`src/rtl/sram_arbiter.sv`:
```
// Two-port SRAM arbiter: a CPU (read/write) and a VGA fetcher (read-only) share one SRAM.
// VGA normally wins, but a starvation counter guarantees the CPU a grant after a bounded run.
module sram_arbiter #(
    parameter int unsigned DW            = 16,
    parameter int unsigned AW            = 16,
    parameter int unsigned ACCESS_CYCLES = 2,
    parameter int unsigned STARVE_LIMIT  = 4
) (
    input  logic          clk,
    input  logic          rst,
    input  logic          cpu_req,
    input  logic          cpu_we,
    input  logic [AW-1:0] cpu_addr,
    input  logic [DW-1:0] cpu_din,
    output logic          cpu_ack,
    output logic [DW-1:0] cpu_dout,
    input  logic          vga_req,
    input  logic [AW-1:0] vga_addr,
    output logic          vga_ack,
    output logic [DW-1:0] vga_dout,
    output logic          sram_ce_n,
    output logic          sram_oe_n,
    output logic          sram_we_n,
    output logic [AW-1:0] sram_addr,
    output logic [DW-1:0] sram_din,
    input  logic [DW-1:0] sram_dout,
    output logic          busy
);

    localparam int unsigned CntW = (ACCESS_CYCLES > 1) ? $clog2(ACCESS_CYCLES) : 1;
    localparam int unsigned StW  = $clog2(STARVE_LIMIT + 1);
    localparam logic [CntW-1:0] CntLast   = CntW'(ACCESS_CYCLES - 1);
    localparam logic [StW-1:0]  StarveMax = StW'(STARVE_LIMIT);

    typedef enum logic [1:0] {StIdle, StAccess, StDone} state_e;

    state_e          state_q, state_d;
    logic            owner_cpu_q, owner_cpu_d;
    logic            we_q, we_d;
    logic [AW-1:0]   addr_q, addr_d;
    logic [DW-1:0]   din_q, din_d;
    logic [CntW-1:0] cnt_q, cnt_d;
    logic [StW-1:0]  starve_q, starve_d;
    logic [DW-1:0]   cpu_dout_q, cpu_dout_d;
    logic [DW-1:0]   vga_dout_q, vga_dout_d;
    logic            cpu_win, vga_win;

    always_ff @(posedge clk) begin
        if (rst) begin
            state_q     <= StIdle;
            owner_cpu_q <= 1'b0;
            we_q        <= 1'b0;
            addr_q      <= '0;
            din_q       <= '0;
            cnt_q       <= '0;
            starve_q    <= '0;
            cpu_dout_q  <= '0;
            vga_dout_q  <= '0;
        end else begin
            state_q     <= state_d;
            owner_cpu_q <= owner_cpu_d;
            we_q        <= we_d;
            addr_q      <= addr_d;
            din_q       <= din_d;
            cnt_q       <= cnt_d;
            starve_q    <= starve_d;
            cpu_dout_q  <= cpu_dout_d;
            vga_dout_q  <= vga_dout_d;
        end
    end

    // CPU takes the slot only when VGA is absent or has used up its consecutive-grant allowance.
    assign cpu_win = cpu_req && (!vga_req || (starve_q == StarveMax));
    assign vga_win = vga_req && !cpu_win;

    always_comb begin
        state_d     = state_q;
        owner_cpu_d = owner_cpu_q;
        we_d        = we_q;
        addr_d      = addr_q;
        din_d       = din_q;
        cnt_d       = cnt_q;
        starve_d    = starve_q;
        cpu_dout_d  = cpu_dout_q;
        vga_dout_d  = vga_dout_q;

        unique case (state_q)
            StIdle: begin
                cnt_d = '0;
                if (cpu_win) begin
                    owner_cpu_d = 1'b1;
                    we_d        = cpu_we;
                    addr_d      = cpu_addr;
                    din_d       = cpu_din;
                    starve_d    = '0;
                    state_d     = StAccess;
                end else if (vga_win) begin
                    owner_cpu_d = 1'b0;
                    we_d        = 1'b0;
                    addr_d      = vga_addr;
                    state_d     = StAccess;
                    if (!cpu_req) begin
                        starve_d = '0;
                    end else if (starve_q != StarveMax) begin
                        starve_d = starve_q + StW'(1);
                    end
                end else begin
                    starve_d = '0;
                end
            end
            StAccess: begin
                if (cnt_q == CntLast) begin
                    state_d = StDone;
                    if (!we_q) begin
                        if (owner_cpu_q) begin
                            cpu_dout_d = sram_dout;
                        end else begin
                            vga_dout_d = sram_dout;
                        end
                    end
                end else begin
                    cnt_d = cnt_q + CntW'(1);
                end
            end
            StDone: begin
                state_d = StIdle;
            end
            default: begin
                state_d = StIdle;
            end
        endcase
    end

    assign busy      = (state_q != StIdle);
    assign sram_ce_n = (state_q != StAccess);
    assign sram_oe_n = !((state_q == StAccess) && !we_q);
    assign sram_we_n = !((state_q == StAccess) && we_q);
    assign sram_addr = addr_q;
    assign sram_din  = din_q;
    assign cpu_ack   = (state_q == StDone) && owner_cpu_q;
    assign vga_ack   = (state_q == StDone) && !owner_cpu_q;
    assign cpu_dout  = cpu_dout_q;
    assign vga_dout  = vga_dout_q;

endmodule

```
`config.mk`:
```
export PLATFORM = sky130hd
export DESIGN_NAME = sram_arbiter
export DESIGN_NICKNAME = d
export VERILOG_FILES = /design/src/rtl/sram_arbiter.sv
export SDC_FILE = /design/constraint.sdc
export NUM_CORES = 1
export LEC_CHECK = 0
export BUFFER_PORTS_ARGS = -buffer_cell sky130_fd_sc_hd__buf_2
export CAP_MARGIN = 20
export CORE_ASPECT_RATIO = 0.5
export CORE_MARGIN = 2
export CORE_UTILIZATION = 47
export CTS_CLUSTER_DIAMETER = 100
export DETAILED_ROUTE_END_ITERATION = 8
export HOLD_SLACK_MARGIN = 0.05
export PLACE_DENSITY = 0.8
export SETUP_SLACK_MARGIN = 0.4
export SYNTH_ARGS = -nofsm -noshare
export SYNTH_HDL_FRONTEND = slang
export SYNTH_SLANG_ARGS = --single-unit
```
`constraint.sdc`:
```
create_clock -name clk -period 2.04 [get_ports clk]
set_clock_uncertainty 0.2 [all_clocks]
set_input_delay 0.204 -clock clk [delete_from_list [all_inputs] [get_ports clk]]
set_output_delay 0.204 -clock clk [all_outputs]
set_load 0.02 [all_outputs]
```
# Word-level counts from Yosys, hierarchy flattened
# Cells that the tools add are included.
# word_totals
out_inout_bits	70
input_bits	69
regBits	72
elab_cells	59
# classes
n_eq_ne	8
reduce_logical	23
n_addsub	2
n_bitwise	2
n_mux	15
# op_table
cell	n
16-bit 2-to-1 mux	2
3-bit 2-to-1 mux	4
2-bit AND reduction	4
4-bit AND reduction	2
1-bit logical AND	6
1-bit logical NOT	6
2-bit 2-to-1 mux	3
3-bit inequality test (second input constant)	2
2-bit nonzero test	3
1-bit 2-to-1 mux	4
4-bit by 3-bit inequality test with 1-bit output (second input constant)	1
2-bit one-hot mux with 2 select lines	1
3-bit by 1-bit adder with 3-bit output (second input constant)	1
3-bit == test (second input constant)	1
2-bit by 1-bit == test with 1-bit output (second input constant)	1
2-bit == test (second input constant)	1
2-bit logical NOT	1
2-bit by 1-bit inequality test with 1-bit output (second input constant)	1
2-bit inequality test (second input constant)	1
1-bit inverter	2
1-bit one-hot mux with 2 select lines	1
1-bit adder (second input constant)	1
1-bit logical OR	1

# Depth between registers and ports, before layout
# logic_depth
ltp_word	8
ltp_mapped	7
depth_no_buf	5

# Least setup slack after synthesis
# No wires, ideal clock.
# synth_timing
kind	register to register
from	register starve_q[0]
to	register addr_q[7], in the netlist sram_addr[7]
arrival_time_ps	1461
path_stages_with_launch	7
path_slack_ps	245
t_required_ps	1706
path_cell_list	dfxtp_1 > inv_1 > ha_1 > a21bo_4 > buf_6 > a2111oi_0 > nor4_1
# synth_between
elab_chain_cells	7
word_cells_on_any_way	8
cone_classes	eq/ne: 1; mux: 1; reduce/logical: 6
# synth_lines
element	line_no	source
start, declared	43	logic [StW-1:0] starve_q, starve_d;
start signal, assigned	66	starve_q <= starve_d;
3-bit == test (*)	73	assign cpu_win = cpu_req && (!vga_req || (starve_q == StarveMax));
1-bit logical OR (*)	73	
1-bit logical AND (*)	73	
1-bit logical NOT	74	assign vga_win = vga_req && !cpu_win;
1-bit logical AND	74	
2-bit nonzero test (no line)	n/a	
2-bit AND reduction (no line)	n/a	
end signal, assigned	63	addr_q <= addr_d;
end, declared	40	logic [AW-1:0] addr_q, addr_d;
# Mark *: on every way between the ends. The rest lies on a longest branch, timed or not.
# A chain may end at the register's enable or synchronous reset.

# Worst setup path after layout
# layout_timing
from	register starve_q[1]
to	register addr_q[12], in the netlist sram_addr[12]
# Same word-level chain as after synthesis.

==> out/metrics.csv <==
stage,metric,value,unit
floorplanning,Core Region,6260,µm²
timing,Tightest Pin Transition,0.566,ns
power,Pwr Density,811,nW/µm²
timing,setup tns final,0,ns
timing,"Setup violations, final",0,
yosys,synth top area cells,"dfxtp_1, a21oi_1, nand3_1",
floorplanning,Die Y,61.8,µm
critical_path,crit path kind,reg -> reg,
clock_tree,"Clk pin slew, worst setup/hold paths",0.06,ns
timing,Tmin final,1.82,ns
route,initial drt markers,510,
yosys,register area share after synthesis,0.458,
grt,largest net degree at the start of global routing,73,
critical_path,CP required,2.03,ns
run_status,status,"complete, no violations",
clock_tree,worst-skew pair later-pin latency,0.33,ns
hold_path,WHS Path Cells,3,
yosys,Mapped Area,3140,µm²
timing,Slew headroom,0.622,
cells_and_area,layout cells sized above 1,0.431,
hold_path,hold wc startpoint,cpu_addr[10],
cells_and_area,Syn-to-layout area delta,65.7,%
critical_path,Critical Path Sink Type,flip-flop,
route,vias per cell,6.03,
flow_run,Max Cap Violations,0,
clock_tree,maximum root-to-sink buffer count,2,
timing,Final Cycle Share,0.894,
timing,final number of hold-violating endpoints,0,
critical_path,Reg-to-Reg Start,starve_q[1],
floorplanning,die width,120,µm
route,Avg WL per Cell,18.8,µm
critical_path,CP Data Arrival Time,1.82,ns
route,WL final,12100,µm
clock_tree,Root Buffer,clkbuf_16,
yosys,Ys Warns,0,
timing,Peak Freq,548,MHz
critical_path,crit path launch type,flip-flop,
route,ANT nets after route,0,
place,pre-CTS setup slack,0.216,ns
critical_path,critical path peak fanout,7,
timing,RSZ-0062 raised after global routing,true,
yosys,Synthesized Nets,439,
grt,first-pass GRT wire length,16700,µm
floorplanning,Rows,20,
route,router iterations before antenna repair,6,
clock_tree,TritonCTS buffer count,9,
critical_path,R2R setup slack,0.22,ns
yosys,cell count after synthesis,368,
place,I/O Buffers,138,
critical_path,reg2reg end,sram_addr[12],
cells_and_area,Multi-input gate area,1830,µm²
cells_and_area,fillers,384,
place,global placement routability congestion,0.738,
timing,fin worst setup slack,0.217,ns
power,total power,4.23,mW
power,leak pwr,2.12,nW
power,Max VDD drop,0.000557,V
floorplanning,die footprint,7400,µm²
clock_tree,Clock Sinks,72,
hold_path,hold endpoint,sram_addr[10],
yosys,Syn Area/Cell,8.54,µm²
cells_and_area,final net count,620,
clock_tree,H-tree levels,3,
grt,Total Routing Usage GR,0.287,
clock_tree,CTS tree,built,
hold_path,min-delay worst type,in -> reg,
yosys,"FF+latch count, synth",72,
floorplanning,IO Pins,139,
grt,grt total ovfl,0,
place,Final HPWL DP,5600,µm
floorplanning,Initial Util,0.503,
route,DRC,0,
cells_and_area,Seq. cell area,1450,µm²
grt,vias in the first global route,3422,
critical_path,R2R depth,6,
yosys,"area leader, netlist",dfxtp_1,
timing,Final Slew Violations,0,
grt,initial antenna violation count,0,
route,Vias,3879,
yosys,synth unique cells,32,
yosys,area share of the largest cell type after synthesis,0.458,
==> cell type report <==
class / instances / share of cell area
clock inverter: 5 / 0.0197
multi-input combinational: 249 / 0.351
clock buffer: 11 / 0.0485
sequential: 72 / 0.279
inverter: 5 / 0.00360
tap: 88 / 0.0211
timing repair buffer: 212 / 0.277
antenna: 1 / 0.000480
==> flip-flops by register name, summed over array words and instances, names as in the netlist <==
signal	flops
sram_din	16
cpu_dout	16
owner_cpu_q	1
sram_addr	16
starve_q	3
state_q	2
we_q	1
vga_dout	16
cnt_q	1
==> worst max path at each step <==
stage / depth (start not counted) / startpoint / endpoint / slack (ns)
2_1_floorplan: 6 / starve_q[0] / sram_addr[6] / 0.35
3_3_place_gp: 5 / starve_q[0] / sram_addr[11] / 0.28
3_5_place_dp: 5 / starve_q[0] / sram_addr[3] / 0.22
4_1_cts: 5 / starve_q[1] / sram_addr[2] / 0.39
5_1_grt: 6 / starve_q[1] / sram_addr[12] / 0.24
6_report: 6 / starve_q[1] / sram_addr[12] / 0.22
==> power breakdown <==
part	leakage, nW	switching [mW]	internal, mW
Combinational	1.36	0.471	0.374
Sequential	0.590	0.0527	1.47
Clock	0.172	0.597	1.26
==> metrics by stage <==
stage               std cells  area [µm²]  hold slack, ns   util
floorplan                 368        3200           0.152      -
global placement          562        3930           0.257  0.628
detailed placement        562        3930           0.260  0.628
CTS                       627        4910          0.0502  0.784
global route              642        5210          0.0623  0.833
finish                    643        5210          0.0174  0.833
==> routing by layer <==
| metal | part of all wire | GRT usage | wire, µm | vias up |
|---|---|---|---|---|
| met5 | 0 | 0 | 0 | - |
| met4 | 0.032 | 0.118 | 388 | 0 |
| met3 | 0.083 | 0.0666 | 999 | 52 |
| met2 | 0.49 | 0.514 | 5870 | 256 |
| met1 | 0.40 | 0.349 | 4830 | 1818 |
| li1 | - | - | - | 1753 |
==> placed cells by master (no fill, tap or decap), drive strengths merged, types with 2 or more instances in the layout <==
cell type	n
buf	173
dfxtp	72
a21oi	70
o21ai	51
nand3	48
dlygate4sd3	38
nor4	16
a2111oi	16
nor4b	16
clkbuf	11
nand2	5
inv	5
a21bo	4
nor2	4
nor3b	4
bufinv	3
nand4	2
nor4bb	2
ha	2
==> critical path, cell delays in order (launching register included) <==
cell,delay [ns]
dfxtp_2,0.36
inv_2,0.05
ha_4,0.19
a21boi_4,0.25
buf_8,0.19
nor4b_2,0.06
nor4_1,0.38
==> repair_timing <==
action,in CTS,in global routing
endpoints found under the hold margin,54,0
resized for setup,28,44
hold buffers,38,0
buffers inserted,7,13
cloned,4,2
endpoints found under the setup margin,54,53
pin swaps,2,13
==> cell families (layout without fill, tap and decap cells) <==
logic type / Yosys count / after routing / share of synthesized area
buffers and inverters: 50 / 233 / 0.0788
other: 0 / 1 / 0
AND/OR/NAND/NOR: 103 / 103 / 0.205
flip-flops: 72 / 72 / 0.458
adder cells (fa/ha/maj): 2 / 2 / 0.00796
AO/OA/AOI/OAI: 141 / 144 / 0.250
==> cells in the mapped netlist <==
cell        n
nand4_1     2
buf_2       6
nand4b_1    1
a21bo_4     1
nor4_1     16
nor4b_1    16
clkbuf_2    3
a2bb2oi_1   1
nand3_1    48
buf_6       3
a21boi_1    1
nor2_8      1
nand4bb_1   1
nand2b_1    1
o21ai_0    43
nor2b_1     1
or2_2       1
nand2_1     5
a32oi_1     1
a2111oi_0  16
buf_4       7
clkbuf_1   26
nor2_1      3
a21oi_1    70
dfxtp_1    72
inv_2       1
ha_1        2
o21ai_1     8
nor4bb_1    2
inv_1       4
nor3b_1     4
or3b_4      1
No activity file was read; power rests on OpenSTA's default activity.
